===== src/rtl/vram_arbiter.sv =====
// vram_arbiter: two-master arbiter for the framebuffer VRAM port (round-robin or fixed priority).
// Define VRAM_ARB_STATS_EN to enable saturating per-master completed-transaction counters.
module vram_arbiter #(
    parameter int ADDR_W     = 24,
    parameter int DATA_W     = 16,
    parameter int FIXED_PRIO = 0
) (
    input  logic              clk,
    input  logic              reset_i,
    input  logic              m0_sel_i,
    input  logic              m0_wr_i,
    input  logic [3:0]        m0_mask_i,
    input  logic [ADDR_W-1:0] m0_address_i,
    input  logic [DATA_W-1:0] m0_data_i,
    output logic              m0_ack_o,
    output logic [DATA_W-1:0] m0_data_o,
    input  logic              m1_sel_i,
    input  logic              m1_wr_i,
    input  logic [3:0]        m1_mask_i,
    input  logic [ADDR_W-1:0] m1_address_i,
    input  logic [DATA_W-1:0] m1_data_i,
    output logic              m1_ack_o,
    output logic [DATA_W-1:0] m1_data_o,
    output logic              vram_sel_o,
    output logic              vram_wr_o,
    output logic [3:0]        vram_mask_o,
    output logic [ADDR_W-1:0] vram_address_o,
    output logic [DATA_W-1:0] vram_data_o,
    input  logic              vram_ack_i,
    input  logic [DATA_W-1:0] vram_data_i,
    output logic [31:0]       stats_m0_o,
    output logic [31:0]       stats_m1_o
);
    typedef enum logic {IDLE, BUSY} state_t;

    state_t r_state, w_next;
    logic   r_grant, r_last, w_grant_next, w_ack;

    always_ff @(posedge clk) begin
        if (reset_i) begin
            r_state <= IDLE;
            r_grant <= 1'b0;
            r_last  <= 1'b1;
        end else begin
            r_state <= w_next;
            r_grant <= w_grant_next;
            if (w_ack)
                r_last <= r_grant;
        end
    end

    // Ties go to the master that was not served last, unless fixed priority favours m0.
    always_comb begin
        w_next       = r_state;
        w_grant_next = r_grant;
        w_ack        = 1'b0;
        if (r_state == IDLE) begin
            if (m0_sel_i || m1_sel_i) begin
                w_next       = BUSY;
                w_grant_next = (m0_sel_i && m1_sel_i) ? ((FIXED_PRIO != 0) ? 1'b0 : ~r_last) : m1_sel_i;
            end
        end else if (vram_ack_i) begin
            w_ack  = 1'b1;
            w_next = IDLE;
        end
    end

    assign vram_sel_o     = (r_state == BUSY);
    assign vram_wr_o      = r_grant ? m1_wr_i      : m0_wr_i;
    assign vram_mask_o    = r_grant ? m1_mask_i    : m0_mask_i;
    assign vram_address_o = r_grant ? m1_address_i : m0_address_i;
    assign vram_data_o    = r_grant ? m1_data_i    : m0_data_i;
    assign m0_ack_o       = w_ack && !r_grant;
    assign m1_ack_o       = w_ack && r_grant;
    assign m0_data_o      = vram_data_i;
    assign m1_data_o      = vram_data_i;

`ifdef VRAM_ARB_STATS_EN
    logic [31:0] r_stats_m0, r_stats_m1;

    always_ff @(posedge clk) begin
        if (reset_i) begin
            r_stats_m0 <= 32'd0;
            r_stats_m1 <= 32'd0;
        end else begin
            if (m0_ack_o && r_stats_m0 != 32'hFFFF_FFFF)
                r_stats_m0 <= r_stats_m0 + 32'd1;
            if (m1_ack_o && r_stats_m1 != 32'hFFFF_FFFF)
                r_stats_m1 <= r_stats_m1 + 32'd1;
        end
    end

    assign stats_m0_o = r_stats_m0;
    assign stats_m1_o = r_stats_m1;
`else
    assign stats_m0_o = 32'd0;
    assign stats_m1_o = 32'd0;
`endif
endmodule


===== config.mk =====
export PLATFORM = sky130hd
export DESIGN_NAME = vram_arbiter
export DESIGN_NICKNAME = d
export VERILOG_FILES = /design/src/rtl/vram_arbiter.sv
export SDC_FILE = /design/constraint.sdc
export NUM_CORES = 1
export LEC_CHECK = 0
export BUFFER_PORTS_ARGS = -buffer_cell sky130_fd_sc_hd__buf_2
export CORE_AREA = 2 2 100 102
export DETAILED_ROUTE_END_ITERATION = 10
export DIE_AREA = 0 0 102 104
export PLACE_DENSITY = 0.6
export SETUP_SLACK_MARGIN = 0.1
export SLEW_MARGIN = 5
export SYNTH_ARGS = -nofsm -noshare
export SYNTH_HDL_FRONTEND = slang
export SYNTH_SLANG_ARGS = --single-unit

===== constraint.sdc =====
create_clock -name clk -period 2.6 [get_ports clk]
set_input_delay 0.26 -clock clk [delete_from_list [all_inputs] [get_ports clk]]
set_output_delay 0.26 -clock clk [all_outputs]
set_load 0.05 [all_outputs]

### Yosys cells after proc, flatten, opt, wreduce, memory -nomap -nowiden

Cells that the tools add are included.

* add/subtract/negate cells: 0
* $mul: 0
* div/mod/pow operators: 0
* shift-type cells: 0
* muxes and demuxes: 10
* magnitude comparators: 0
* reductions and logical operators: 6
* eq/ne operators: 0
* bitwise operators: 2

Operators by type and width (number)
* $mux W24: 1
* $mux W16: 1
* $mux W1: 7
* $mux W4: 1
* $logic_and A1 B1 Y1: 3
* $not A1 Y1: 2
* $reduce_and A2 Y1: 1
* $logic_not A1 Y1: 1
* $logic_or A1 B1 Y1: 1

* input bits: 111
* memory bits (writable): 0
* register bits after elaboration: 3
* bits in latches: 0
* memories: 0
* word-level logic and storage cells: 21
* bits in read-only memories: 0

### Longest topological paths before layout

Gate-level depths: netlist of run 1.

* depth in word-level cells: 3
* gate-level depth with buffers: 4
* mapped depth without buffers: 3

### Worst setup path after synthesis of run 1

OpenSTA, ideal clock, no wires.

* path type: reg-to-output
* start point: register r_state (netlist: vram_sel_o)
* end point: output m0_ack_o
* data required time: 2340 ps
* buffers on the path: 0
* stages on the path, launching flop included: 3
* slack: 855 ps
* arrival time: 1485 ps
* cell sequence: dfxtp_1 nand2_1 nor2_1

* cells in the longest elaborated chain, start to end: 2

Ends and longest elaborated chain
* start: declaration: RTL line 36 `state_t r_state, w_next;`
* start signal: assignment: RTL line 45 `r_state <= w_next;`
* $mux W1: RTL line 57 `if (r_state == IDLE) begin`
* $logic_and A1 B1 Y1: RTL line 73 `assign m0_ack_o = w_ack && !r_grant;`
* end: declaration: RTL line 15 `output logic m0_ack_o,`

Every way passes these cells.

### Worst setup path in the final report of run 1

* start point: register r_grant
* end point: output vram_mask_o[0]

* cells in the longest elaborated chain, start to end: 1

Ends and longest elaborated chain
* start: declaration: RTL line 37 `logic r_grant, r_last, w_grant_next, w_ack;`
* start signal: assignment: RTL line 46 `r_grant <= w_grant_next;`
* $mux W4: RTL line 70 `assign vram_mask_o = r_grant ? m1_mask_i : m0_mask_i;`
* end: declaration: RTL line 26 `output logic [3:0] vram_mask_o,`

Every way passes these cells.

==> results of run 1 <==
==> registers in the layout, indices dropped and copies added, names as in the netlist <==
| signal | count |
|---|---|
| r_grant | 1 |
| vram_sel_o | 1 |
| r_last | 1 |
==> cell families (layout without fill, tap and decap cells) <==
kind of cell           after synthesis  count (layout)  synth area share
AO/OA/AOI/OAI                        4               4            0.0180
multiplexers                        45              45             0.393
buffers and inverters              102             148             0.525
flip-flops                           3               3            0.0411
other                                1              64           0.00256
AND/OR/NAND/NOR                      6               6            0.0205
==> final timing paths <==
path | cells past startpoint | slack, ns | start | to
min | 2 | 0.23 | reset_i | r_grant$_SDFFE_PP0P_
max reg2reg | 2 | 1.50 | r_grant$_SDFFE_PP0P_ | r_last$_SDFFE_PP1P_
max | 3 | 0.60 | r_grant$_SDFFE_PP0P_ | vram_mask_o[0]
min reg2reg | 1 | 0.46 | r_last$_SDFFE_PP1P_ | r_last$_SDFFE_PP1P_
==> cell usage in the layout, fill, tap and decap left out, drive strengths merged <==
master / instances
buf: 143
conb: 64
mux2: 45
clkbuf: 4
dfxtp: 3
nand2: 2
nor2: 1
and3: 1
nand3b: 1
inv: 1
o21ai: 1
a21oi: 1
a211o: 1
nor3: 1
a211oi: 1
==> routing by layer <==
layer,vias up,share of wire,global-route usage,wire length (um)
met1,526,0.32,0.0535,1200
li1,587,-,-,-
met3,12,0.11,0.00806,425
met5,-,0,0,0
met2,97,0.54,0.114,2020
met4,0,0.018,0.0219,68
==> area by class of cell <==
class                      instances  area (um^2)
timing repair buffer             143          731
clock buffer                       4         45.0
inverter                           1         3.75
tap                              133          166
sequential                         3         61.3
fill                            1103         7670
multi-input combinational        119          871
==> through the flow <==
step	cells	utilization
floorplan	224	-
global placement	399	0.192
detailed placement	399	0.192
CTS	403	0.197
global route	403	0.197
finish	403	0.197
==> power breakdown <==
group / switching (uW) / leakage, uW / internal [uW]
Combinational: 502 / 0.00103 / 170
Clock: 32.6 / 0.0000228 / 105
Sequential: 11.7 / 0.0000253 / 50.2
==> worst max-delay path, delay by kind of cell, from the launching register on <==
| kind | cells | cell delay (ns) |
|---|---|---|
| muxes | 1 | 0.35 |
| DFF | 1 | 0.66 |
| buffers and inverters | 2 | 0.49 |
==> impl_results.html, run 1 <==
<table>
<tr><th>Metric</th><th>Value</th></tr>
<tr><th colspan="2">Status</th></tr>
<tr><td>Result of the run</td><td>complete, no violations</td></tr>
<tr><th colspan="2">Global routing</th></tr>
<tr><td>Total track usage</td><td>0.0560</td></tr>
<tr><td>Number of global-route vias before repair</td><td>1082</td></tr>
<tr><td>Initial antenna violation count</td><td>0</td></tr>
<tr><td>Total congestion overflow after global routing</td><td>0</td></tr>
<tr><td>Global-route wire length before repair</td><td>4940 um</td></tr>
<tr><td>Largest net degree at the start of global routing</td><td>27</td></tr>
<tr><th colspan="2">Drt</th></tr>
<tr><td>ANT nets after route</td><td>0</td></tr>
<tr><td>Total wire length</td><td>3710 um</td></tr>
<tr><td>Routed vias</td><td>1222</td></tr>
<tr><td>Routed len/inst</td><td>9.22 um</td></tr>
<tr><td>Number of remaining DRC errors</td><td>0</td></tr>
<tr><td>Detail-routed via count per cell</td><td>3.03</td></tr>
<tr><td>Number of design-rule violations left by the first detailed-router iteration</td><td>18</td></tr>
<tr><td>Drt pass-1 iters</td><td>4</td></tr>
<tr><th colspan="2">Worst setup path</th></tr>
<tr><td>Critical path required time</td><td>2.34 ns</td></tr>
<tr><td>Critical-path maximum fanout</td><td>26</td></tr>
<tr><td>Start-to-end type of the worst setup path</td><td>reg2out</td></tr>
<tr><td>Endpoint kind of the worst setup timing path</td><td>output pin</td></tr>
<tr><td>Slowest Stage Delay on Critical Path</td><td>0.66 ns</td></tr>
<tr><td>Crit path launch type</td><td>register</td></tr>
<tr><td>Arrival time at the worst endpoint</td><td>1.74 ns</td></tr>
<tr><td>Critical-path cell list</td><td>buf_12, mux2_2, buf_2</td></tr>
<tr><td>Slowest library cell on the worst path</td><td>sky130_fd_sc_hd__dfxtp_2</td></tr>
<tr><th colspan="2">Logic synthesis</th></tr>
<tr><td>Warning count from the yosys run</td><td>0</td></tr>
<tr><td>Cell Area, Synth</td><td>1460 um^2</td></tr>
<tr><td>Ys flop type</td><td>sky130_fd_sc_hd__dfxtp_1</td></tr>
<tr><td>Cells after synthesis</td><td>161</td></tr>
<tr><td>Yosys top cell by area</td><td>sky130_fd_sc_hd__buf_4</td></tr>
<tr><td>Top area cells in the synthesized netlist</td><td>sky130_fd_sc_hd__buf_4, sky130_fd_sc_hd__mux2_2, sky130_fd_sc_hd__mux2_4, sky130_fd_sc_hd__dfxtp_1, sky130_fd_sc_hd__buf_6</td></tr>
<tr><td>Sequential share of the synthesized area</td><td>0.0411</td></tr>
<tr><td>Top-area cell type share of the netlist area</td><td>0.493</td></tr>
<tr><td>Share of flip-flops with an asynchronous set or reset</td><td>0</td></tr>
<tr><td>Most numerous cell in the Yosys netlist</td><td>sky130_fd_sc_hd__buf_4</td></tr>
<tr><td>Most used standard cells in the synthesized netlist</td><td>sky130_fd_sc_hd__buf_4, sky130_fd_sc_hd__mux2_2, sky130_fd_sc_hd__mux2_4</td></tr>
<tr><td>Netlist cell types</td><td>17</td></tr>
<tr><td>Number of flops mapped to enable cells by yosys</td><td>0</td></tr>
<tr><td>Register bit count reported by yosys</td><td>3</td></tr>
<tr><td>Syn avg cell area</td><td>9.08 um^2</td></tr>
<tr><th colspan="2">Floorplan</th></tr>
<tr><td>Boundary pin count</td><td>255</td></tr>
<tr><td>Area enclosed by the die boundary</td><td>10600 um^2</td></tr>
<tr><td>Die Span X</td><td>102 um</td></tr>
<tr><td>Initial core utilization</td><td>0.153</td></tr>
<tr><td>Floorplan row count</td><td>36</td></tr>
<tr><td>Placeable core area</td><td>9550 um^2</td></tr>
<tr><td>Die H</td><td>104 um</td></tr>
<tr><th colspan="2">Timing</th></tr>
<tr><td>Max-slew violation count</td><td>0</td></tr>
<tr><td>Least setup slack across all paths after layout</td><td>0.595 ns</td></tr>
<tr><td>Fmax</td><td>0.499 GHz</td></tr>
<tr><td>Worst Tran Pin Value</td><td>0.537 ns</td></tr>
<tr><td>Fin Setup TNS</td><td>0 ns</td></tr>
<tr><td>RSZ-0062 raised after global routing</td><td>no</td></tr>
<tr><td>Final Setup Violations</td><td>0</td></tr>
<tr><td>Fin. Hold Viols</td><td>0</td></tr>
<tr><td>Setup clock skew after layout</td><td>0.00155 ns</td></tr>
<tr><td>WHS</td><td>0.234 ns</td></tr>
<tr><td>Final Critical Period</td><td>2.00 ns</td></tr>
<tr><td>Crit share post-route</td><td>0.771</td></tr>
<tr><td>Max-slew headroom at the worst pin</td><td>0.642</td></tr>
<tr><th colspan="2">CTS</th></tr>
<tr><td>CTS hold repair buffers</td><td>0</td></tr>
<tr><td>Level count of the clock H-tree</td><td>1</td></tr>
<tr><td>Number of buffers added by the clock tree synthesis step</td><td>3</td></tr>
<tr><td>TritonCTS clock tree</td><td>done</td></tr>
<tr><td>Clock edge transition at the registers on the reported setup and hold paths</td><td>0.03 ns</td></tr>
<tr><td>CTS Buffer Depth</td><td>2</td></tr>
<tr><td>Sinks on the clock net</td><td>3</td></tr>
<tr><td>Clock Latency Late Sink</td><td>0.22 ns</td></tr>
<tr><td>Post-CTS setup buffer count</td><td>0</td></tr>
<tr><td>Clock tree root buffer cell</td><td>sky130_fd_sc_hd__clkbuf_8</td></tr>
<tr><td>Post-cts gate resize count</td><td>0</td></tr>
<tr><th colspan="2">Worst hold path</th></tr>
<tr><td>Worst hold path type</td><td>in2reg</td></tr>
<tr><th colspan="2">Layout</th></tr>
<tr><td>Share of cells above drive strength 1</td><td>0.711</td></tr>
<tr><td>Antenna Cells</td><td>0</td></tr>
<tr><td>Number of nets in the finished design</td><td>382</td></tr>
<tr><td>Synth-to-Final Area Change</td><td>28.4%</td></tr>
<tr><td>Final non-filler cell area</td><td>1880 um^2</td></tr>
<tr><th colspan="2">Power</th></tr>
<tr><td>Total chip power</td><td>871 uW</td></tr>
<tr><td>Peak supply drop</td><td>0.277 mV</td></tr>
<tr><td>PwrDens</td><td>464 nW/um^2</td></tr>
<tr><td>Static leakage power</td><td>0.00108 uW</td></tr>
<tr><th colspan="2">Flow run</th></tr>
<tr><td>Max-cap violations</td><td>0</td></tr>
<tr><th colspan="2">Placement</th></tr>
<tr><td>Detail Placement HPWL</td><td>3320 um</td></tr>
<tr><td>Post-placement cell area</td><td>1830 um^2</td></tr>
<tr><td>GP Congestion</td><td>0.628</td></tr>
<tr><td>Number of buffer cells added on primary ports</td><td>142</td></tr>
<tr><td>Post-placement worst setup slack</td><td>0.789 ns</td></tr>
</table>
No activity file was read; power rests on OpenSTA's default activity.
==> run 2: changes to the inputs <==
Settings changed: ABC_AREA from default to 1, CORE_AREA 2 2 100 102 to 2 2 99 101, DIE_AREA 0 0 102 104 to 0 0 101 103, PLACE_DENSITY 0.6 to 0.62.
Clock period 2.6 ns to 1.8 ns, I/O delays scaled along.
==> impl_results.html, run 2 <==
<table>
<tr><th>Metric</th><th>Value</th></tr>
<tr><th colspan="2">CTS</th></tr>
<tr><td>Clock tree root buffer cell</td><td>sky130_fd_sc_hd__clkbuf_8</td></tr>
<tr><td>CTS hold repair buffers</td><td>0</td></tr>
<tr><td>Number of buffers added by the clock tree synthesis step</td><td>3</td></tr>
<tr><td>Clock Latency Late Sink</td><td>0.22 ns</td></tr>
<tr><td>Sinks on the clock net</td><td>3</td></tr>
<tr><td>Post-CTS setup buffer count</td><td>0</td></tr>
<tr><td>CTS Buffer Depth</td><td>2</td></tr>
<tr><td>Level count of the clock H-tree</td><td>1</td></tr>
<tr><td>TritonCTS clock tree</td><td>done</td></tr>
<tr><td>Post-cts gate resize count</td><td>0</td></tr>
<tr><td>Clock edge transition at the registers on the reported setup and hold paths</td><td>0.03 ns</td></tr>
<tr><th colspan="2">Worst setup path</th></tr>
<tr><td>Count of buffering cells on the critical path with inverters included</td><td>3</td></tr>
<tr><td>Arrival time at the worst endpoint</td><td>1.37 ns</td></tr>
<tr><td>Slowest Stage Delay on Critical Path</td><td>0.32 ns</td></tr>
<tr><td>Crit path launch</td><td>r_grant$_SDFFE_PP0P_</td></tr>
<tr><td>Critical path's top delay family</td><td>buffers and inverters</td></tr>
<tr><td>Crit path launch type</td><td>register</td></tr>
<tr><td>Start-to-end type of the worst setup path</td><td>reg2out</td></tr>
<tr><td>Critical path required time</td><td>1.62 ns</td></tr>
<tr><td>Worst reg2reg startpoint</td><td>r_grant$_SDFFE_PP0P_</td></tr>
<tr><td>Endpoint kind of the worst setup timing path</td><td>output pin</td></tr>
<tr><td>Critical path depth in cells</td><td>5</td></tr>
<tr><td>Flop-to-flop setup slack</td><td>0.82 ns</td></tr>
<tr><td>Cell repeated most along the worst path</td><td>sky130_fd_sc_hd__nand2_1</td></tr>
<tr><td>Endpoint of the most critical setup path</td><td>vram_address_o[3]</td></tr>
<tr><td>Slowest library cell on the worst path</td><td>sky130_fd_sc_hd__dfxtp_2</td></tr>
<tr><td>End of the worst register-to-register path</td><td>r_grant$_SDFFE_PP0P_</td></tr>
<tr><td>Critical-path maximum fanout</td><td>17</td></tr>
<tr><td>Depth of the worst register-to-register path</td><td>3</td></tr>
<tr><td>Critical-path cell list</td><td>inv_2, buf_4, nand2_1, nand2_1, buf_2</td></tr>
<tr><th colspan="2">Layout</th></tr>
<tr><td>Antenna Cells</td><td>0</td></tr>
<tr><td>Synth-to-Final Area Change</td><td>28.0%</td></tr>
<tr><td>Final non-filler cell area</td><td>1820 um^2</td></tr>
<tr><td>Filler cell count</td><td>1136</td></tr>
<tr><td>Footprint of the flip-flops and latches</td><td>61.3 um^2</td></tr>
<tr><td>Number of nets in the finished design</td><td>480</td></tr>
<tr><td>Leading cell type in the layout, fill and taps excluded</td><td>sky130_fd_sc_hd__buf_2</td></tr>
<tr><td>Multi-input gate area in the final layout</td><td>800 um^2</td></tr>
<tr><td>Commonest cells after routing, fill and taps aside</td><td>sky130_fd_sc_hd__buf_2, sky130_fd_sc_hd__nand2_1, sky130_fd_sc_hd__conb_1</td></tr>
<tr><td>Share of cells above drive strength 1</td><td>0.410</td></tr>
<tr><th colspan="2">Global routing</th></tr>
<tr><td>Initial antenna violation count</td><td>0</td></tr>
<tr><td>Total congestion overflow after global routing</td><td>0</td></tr>
<tr><td>Global-route wire length before repair</td><td>5770 um</td></tr>
<tr><td>Total track usage</td><td>0.0713</td></tr>
<tr><td>Number of global-route vias before repair</td><td>1272</td></tr>
<tr><td>Largest net degree at the start of global routing</td><td>29</td></tr>
<tr><th colspan="2">Timing</th></tr>
<tr><td>Fin Setup TNS</td><td>0 ns</td></tr>
<tr><td>Fin. Hold Viols</td><td>0</td></tr>
<tr><td>Final Setup Violations</td><td>0</td></tr>
<tr><td>Crit share post-route</td><td>0.861</td></tr>
<tr><td>Max-slew violation count</td><td>0</td></tr>
<tr><td>Setup clock skew after layout</td><td>0.00329 ns</td></tr>
<tr><td>RSZ-0062 raised after global routing</td><td>no</td></tr>
<tr><td>Final Critical Period</td><td>1.55 ns</td></tr>
<tr><td>Fmax</td><td>0.645 GHz</td></tr>
<tr><th colspan="2">Drt</th></tr>
<tr><td>Detail-routed via count per cell</td><td>3.33</td></tr>
<tr><td>Routed vias</td><td>1606</td></tr>
<tr><td>Routed len/inst</td><td>8.76 um</td></tr>
<tr><td>ANT nets after route</td><td>0</td></tr>
<tr><td>Number of design-rule violations left by the first detailed-router iteration</td><td>17</td></tr>
<tr><td>Number of remaining DRC errors</td><td>0</td></tr>
<tr><td>Drt pass-1 iters</td><td>4</td></tr>
<tr><td>Total wire length</td><td>4220 um</td></tr>
<tr><th colspan="2">Logic synthesis</th></tr>
<tr><td>Syn avg cell area</td><td>5.46 um^2</td></tr>
<tr><td>Multiplexer share of the synthesized area</td><td>0</td></tr>
<tr><td>Netlist cell types</td><td>13</td></tr>
<tr><td>Top area cells in the synthesized netlist</td><td>sky130_fd_sc_hd__buf_4, sky130_fd_sc_hd__nand2_1, sky130_fd_sc_hd__dfxtp_1, sky130_fd_sc_hd__buf_2, sky130_fd_sc_hd__buf_6</td></tr>
<tr><td>Number of flops mapped to enable cells by yosys</td><td>0</td></tr>
<tr><td>Share of flip-flops with an asynchronous set or reset</td><td>0</td></tr>
<tr><td>Sequential share of the synthesized area</td><td>0.0423</td></tr>
<tr><td>Warning count from the yosys run</td><td>0</td></tr>
<tr><td>Ys flop type</td><td>sky130_fd_sc_hd__dfxtp_1</td></tr>
<tr><td>Compound-Gate Fraction of Synth Area</td><td>0.0106</td></tr>
<tr><td>Cells after synthesis</td><td>260</td></tr>
<tr><td>Cell Area, Synth</td><td>1420 um^2</td></tr>
<tr><td>Top-area cell type share of the netlist area</td><td>0.513</td></tr>
<tr><td>Most used standard cells in the synthesized netlist</td><td>sky130_fd_sc_hd__nand2_1, sky130_fd_sc_hd__buf_4, sky130_fd_sc_hd__buf_2</td></tr>
<tr><td>Adder and majority cell fraction of the synthesized area</td><td>0</td></tr>
<tr><td>Xor/xnor cell area share of the yosys netlist</td><td>0</td></tr>
<tr><td>Synth Area in Simple Gates</td><td>0.384</td></tr>
<tr><td>Most numerous cell in the Yosys netlist</td><td>sky130_fd_sc_hd__nand2_1</td></tr>
<tr><td>Main combinational cell family by area after synthesis</td><td>buffers and inverters</td></tr>
<tr><td>Register bit count reported by yosys</td><td>3</td></tr>
<tr><td>Yosys top cell by area</td><td>sky130_fd_sc_hd__buf_4</td></tr>
<tr><th colspan="2">Placement</th></tr>
<tr><td>GP Congestion</td><td>0.721</td></tr>
<tr><td>Number of buffer cells added on primary ports</td><td>142</td></tr>
<tr><td>Post-placement cell area</td><td>1770 um^2</td></tr>
<tr><td>Detail Placement HPWL</td><td>3550 um</td></tr>
<tr><th colspan="2">Power</th></tr>
<tr><td>Static leakage power</td><td>0.00127 uW</td></tr>
<tr><td>PwrDens</td><td>694 nW/um^2</td></tr>
<tr><td>Peak supply drop</td><td>0.358 mV</td></tr>
<tr><th colspan="2">Floorplan</th></tr>
<tr><td>Floorplan row count</td><td>36</td></tr>
<tr><td>Area enclosed by the die boundary</td><td>10400 um^2</td></tr>
<tr><td>Boundary pin count</td><td>255</td></tr>
<tr><td>Die H</td><td>103 um</td></tr>
<tr><td>Initial core utilization</td><td>0.150</td></tr>
<tr><td>Die Span X</td><td>101 um</td></tr>
<tr><td>Placeable core area</td><td>9460 um^2</td></tr>
<tr><th colspan="2">Status</th></tr>
<tr><td>Result of the run</td><td>complete, no violations</td></tr>
<tr><th colspan="2">Worst hold path</th></tr>
<tr><td>Worst hold path type</td><td>in2reg</td></tr>
<tr><th colspan="2">Flow run</th></tr>
<tr><td>Max-cap violations</td><td>0</td></tr>
</table>
## run 2: cell count changes after synthesis, sizes merged, moves of 3 or more
cell	previous run	this run
buf	101	105
inv	1	4
mux2	45	0
nand2	2	140
## run 2: report_power, final
group          total (uW)  leakage (uW)  switching [uW]  internal [uW]
combinational         990       0.00123             801            189
clock                 194     0.0000228            43.4            151
sequential           76.4     0.0000253            3.96           72.4
total                1260       0.00127             848            413
## run 2: final cells by class
class | instances | area share
Tap cell | 114 | 0.0785
Multi-Input combinational cell | 211 | 0.440
Sequential cell | 3 | 0.0337
Inverter | 4 | 0.00826
Timing Repair Buffer | 146 | 0.415
Clock buffer | 4 | 0.0248
## run 2: worst min-delay path by stage
stage	to	cells after the start	slack (ns)	startpoint
floorplan	r_grant$_SDFFE_PP0P_	1	0.25	reset_i
global placement	m0_data_o[7]	0	0.36	vram_data_i[7]
detailed placement	m0_data_o[7]	0	0.36	vram_data_i[7]
CTS	vram_sel_o$_SDFF_PP0_	2	0.16	reset_i
global route	vram_sel_o$_SDFF_PP0_	2	0.17	reset_i
finish	vram_sel_o$_SDFF_PP0_	2	0.16	reset_i
## run 2: kinds of logic (layout without fill, tap and decap cells)
| kind of cell | count (synthesis) | in the layout |
|---|---|---|
| other cells | 1 | 64 |
| simple gates | 144 | 144 |
| flops | 3 | 3 |
| buf+inv | 109 | 154 |
| compound gates | 3 | 3 |
## run 2: routing by layer
layer | wire (um) | vias to the layer above | GRT usage
li1 | - | 830 | -
met1 | 1550 | 647 | 0.0743
met2 | 2120 | 115 | 0.131
met3 | 480 | 14 | 0.0264
met4 | 70 | 0 | 0.0260
met5 | 0 | - | 0
## run 2: worst register-to-register path, delay by kind of cell, from the launching register on
kind	cells	cell delay (ns)
AND/OR/NAND/NOR	1	0.09
AO/OA/AOI/OAI	1	0.17
buffers and inverters	1	0.30
flip-flops	1	0.33
## run 2: per-stage QoR
stage               utilization  setup WS [ns]  hold WS, ns  total power, uW  std cells
CTS                       0.192          0.216        0.163             1270        482
floorplan                     -          0.147        0.249             1150        323
finish                    0.192          0.250        0.165             1260        482
global placement          0.187          0.496        0.360             1070        478
detailed placement        0.187          0.448        0.360             1070        478
global route              0.192          0.131        0.174             1350        482
==> run 3: changes to the inputs <==
Settings changed: ABC_AREA 1 to default, CORE_AREA 2 2 99 101 to 2 2 98 100, DIE_AREA 0 0 101 103 to 0 0 100 102, GPL_TIMING_DRIVEN from default to 0, PLACE_DENSITY 0.62 to 0.64.
==> impl_results.html, run 3 (synthesis gave the netlist of run 1 again) <==
<table>
<tr><th>Metric</th><th>Value</th></tr>
<tr><th colspan="2">CTS</th></tr>
<tr><td>Number of buffers added by the clock tree synthesis step</td><td>3</td></tr>
<tr><td>Clock edge transition at the registers on the reported setup and hold paths</td><td>0.03 ns</td></tr>
<tr><td>Clock Latency Late Sink</td><td>0.21 ns</td></tr>
<tr><td>CTS Buffer Depth</td><td>2</td></tr>
<tr><td>TritonCTS clock tree</td><td>done</td></tr>
<tr><td>CTS hold repair buffers</td><td>0</td></tr>
<tr><td>Level count of the clock H-tree</td><td>1</td></tr>
<tr><td>Sinks on the clock net</td><td>3</td></tr>
<tr><td>Clock tree root buffer cell</td><td>sky130_fd_sc_hd__clkbuf_8</td></tr>
<tr><th colspan="2">Floorplan</th></tr>
<tr><td>Placeable core area</td><td>9110 um^2</td></tr>
<tr><td>Boundary pin count</td><td>255</td></tr>
<tr><td>Die Span X</td><td>100 um</td></tr>
<tr><td>Area enclosed by the die boundary</td><td>10200 um^2</td></tr>
<tr><td>Die H</td><td>102 um</td></tr>
<tr><td>Floorplan row count</td><td>35</td></tr>
<tr><td>Initial core utilization</td><td>0.161</td></tr>
<tr><th colspan="2">Layout</th></tr>
<tr><td>Commonest cells after routing, fill and taps aside</td><td>sky130_fd_sc_hd__buf_2, sky130_fd_sc_hd__buf_4, sky130_fd_sc_hd__conb_1, sky130_fd_sc_hd__mux2_2, sky130_fd_sc_hd__mux2_4</td></tr>
<tr><td>Layout Utilization</td><td>0.302</td></tr>
<tr><td>Leading cell type in the layout, fill and taps excluded</td><td>sky130_fd_sc_hd__buf_2</td></tr>
<tr><td>Multi-input gate area in the final layout</td><td>871 um^2</td></tr>
<tr><td>Filler cell count</td><td>971</td></tr>
<tr><td>Final non-filler cell area</td><td>2760 um^2</td></tr>
<tr><td>Share of cells above drive strength 1</td><td>0.806</td></tr>
<tr><td>Footprint of the flip-flops and latches</td><td>61.3 um^2</td></tr>
<tr><td>Synth-to-Final Area Change</td><td>88.4%</td></tr>
<tr><td>Antenna Cells</td><td>0</td></tr>
<tr><td>Number of nets in the finished design</td><td>514</td></tr>
<tr><th colspan="2">Worst setup path</th></tr>
<tr><td>Critical path required time</td><td>1.62 ns</td></tr>
<tr><td>Arrival time at the worst endpoint</td><td>1.47 ns</td></tr>
<tr><td>Start-to-end type of the worst setup path</td><td>reg2out</td></tr>
<tr><td>Crit path launch</td><td>r_grant$_SDFFE_PP0P_</td></tr>
<tr><td>Worst reg2reg startpoint</td><td>r_grant$_SDFFE_PP0P_</td></tr>
<tr><td>Critical-path maximum fanout</td><td>10</td></tr>
<tr><td>Endpoint kind of the worst setup timing path</td><td>output pin</td></tr>
<tr><td>Crit path launch type</td><td>register</td></tr>
<tr><th colspan="2">Drt</th></tr>
<tr><td>Total wire length</td><td>4790 um</td></tr>
<tr><td>ANT nets after route</td><td>0</td></tr>
<tr><td>Detail-routed via count per cell</td><td>3.21</td></tr>
<tr><td>Number of remaining DRC errors</td><td>0</td></tr>
<tr><td>Routed vias</td><td>1647</td></tr>
<tr><td>Number of design-rule violations left by the first detailed-router iteration</td><td>9</td></tr>
<tr><td>Routed len/inst</td><td>9.34 um</td></tr>
<tr><td>Drt pass-1 iters</td><td>3</td></tr>
<tr><th colspan="2">Timing</th></tr>
<tr><td>Final Critical Period</td><td>1.65 ns</td></tr>
<tr><td>Fmax</td><td>0.608 GHz</td></tr>
<tr><td>Final Setup Violations</td><td>0</td></tr>
<tr><td>Crit share post-route</td><td>0.914</td></tr>
<tr><td>Setup clock skew after layout</td><td>0.00155 ns</td></tr>
<tr><td>Fin Setup TNS</td><td>0 ns</td></tr>
<tr><td>Fin. Hold Viols</td><td>0</td></tr>
<tr><td>RSZ-0062 raised after global routing</td><td>no</td></tr>
<tr><td>Max-slew violation count</td><td>0</td></tr>
<tr><th colspan="2">Power</th></tr>
<tr><td>PwrDens</td><td>582 nW/um^2</td></tr>
<tr><td>Peak supply drop</td><td>0.628 mV</td></tr>
<tr><td>Static leakage power</td><td>0.00173 uW</td></tr>
<tr><td>Total chip power</td><td>1600 uW</td></tr>
<tr><th colspan="2">Placement</th></tr>
<tr><td>GP Congestion</td><td>0.700</td></tr>
<tr><td>Detail Placement HPWL</td><td>4550 um</td></tr>
<tr><td>Post-placement cell area</td><td>2710 um^2</td></tr>
<tr><td>Number of buffer cells added on primary ports</td><td>174</td></tr>
<tr><th colspan="2">Global routing</th></tr>
<tr><td>Largest net degree at the start of global routing</td><td>11</td></tr>
<tr><td>Global-route wire length before repair</td><td>5980 um</td></tr>
<tr><td>Number of global-route vias before repair</td><td>1348</td></tr>
<tr><td>Initial antenna violation count</td><td>0</td></tr>
<tr><td>Total track usage</td><td>0.0727</td></tr>
<tr><td>Total congestion overflow after global routing</td><td>0</td></tr>
<tr><th colspan="2">Worst hold path</th></tr>
<tr><td>Worst hold path type</td><td>in2reg</td></tr>
<tr><td>Worst min-delay path startpoint</td><td>reset_i</td></tr>
<tr><th colspan="2">Status</th></tr>
<tr><td>Result of the run</td><td>complete, no violations</td></tr>
<tr><th colspan="2">Flow run</th></tr>
<tr><td>Max-cap violations</td><td>0</td></tr>
</table>
run 3: cell type report:
type	instances	share of cell area
Sequential cell	3	0.0223
Timing Repair Buffer	174	0.316
Clock buffer	4	0.0163
Inverter	1	0.00136
Multi-Input combinational cell	119	0.316
Buffer	101	0.277
Tap cell	111	0.0504
run 3: stage by stage:
| step | setup WS, ns | std cells | hold WS [ns] |
|---|---|---|---|
| final | 0.154 | 513 | 0.151 |
| after floorplan | 0.135 | 224 | 0.249 |
| after detailed placement | 0.293 | 509 | 0.374 |
| after CTS | 0.131 | 513 | 0.145 |
| after global routing | 0.105 | 513 | 0.153 |
| after global placement | 0.310 | 509 | 0.378 |
run 3: power breakdown:
group	switching (uW)	leakage [uW]	internal (uW)
sequential	5.86	0.0000253	72.7
combinational	918	0.00168	414
clock	41.4	0.0000228	151
total	966	0.00173	637
run 3: what timing repair did:
item | in CTS | in global routing
buffers inserted | 0 | 0
resized for setup | 1 | 0
setup endpoints to repair | 18 | 0
run 3: routing by layer:
metal	vias to the layer above	global-route usage	wire length (um)
met2	115	0.155	2690
met1	679	0.0738	1580
met4	0	0.00948	0
met3	0	0.0144	519
li1	853	-	-
met5	-	0	0
run 3: worst paths after layout:
| check | to | slack [ns] | cells after the start |
|---|---|---|---|
| min reg2reg | r_last$_SDFFE_PP1P_ | 0.47 | 1 |
| max reg2reg | r_last$_SDFFE_PP1P_ | 0.78 | 3 |
| max | vram_data_o[2] | 0.15 | 4 |
| min | r_grant$_SDFFE_PP0P_ | 0.15 | 2 |
run 3: worst max-delay path: stages, from the launching register on:
cell and delay (ns):
sky130_fd_sc_hd__dfxtp_2 0.36, sky130_fd_sc_hd__buf_6 0.17, sky130_fd_sc_hd__buf_6 0.18, sky130_fd_sc_hd__mux2_4 0.32, sky130_fd_sc_hd__buf_2 0.21
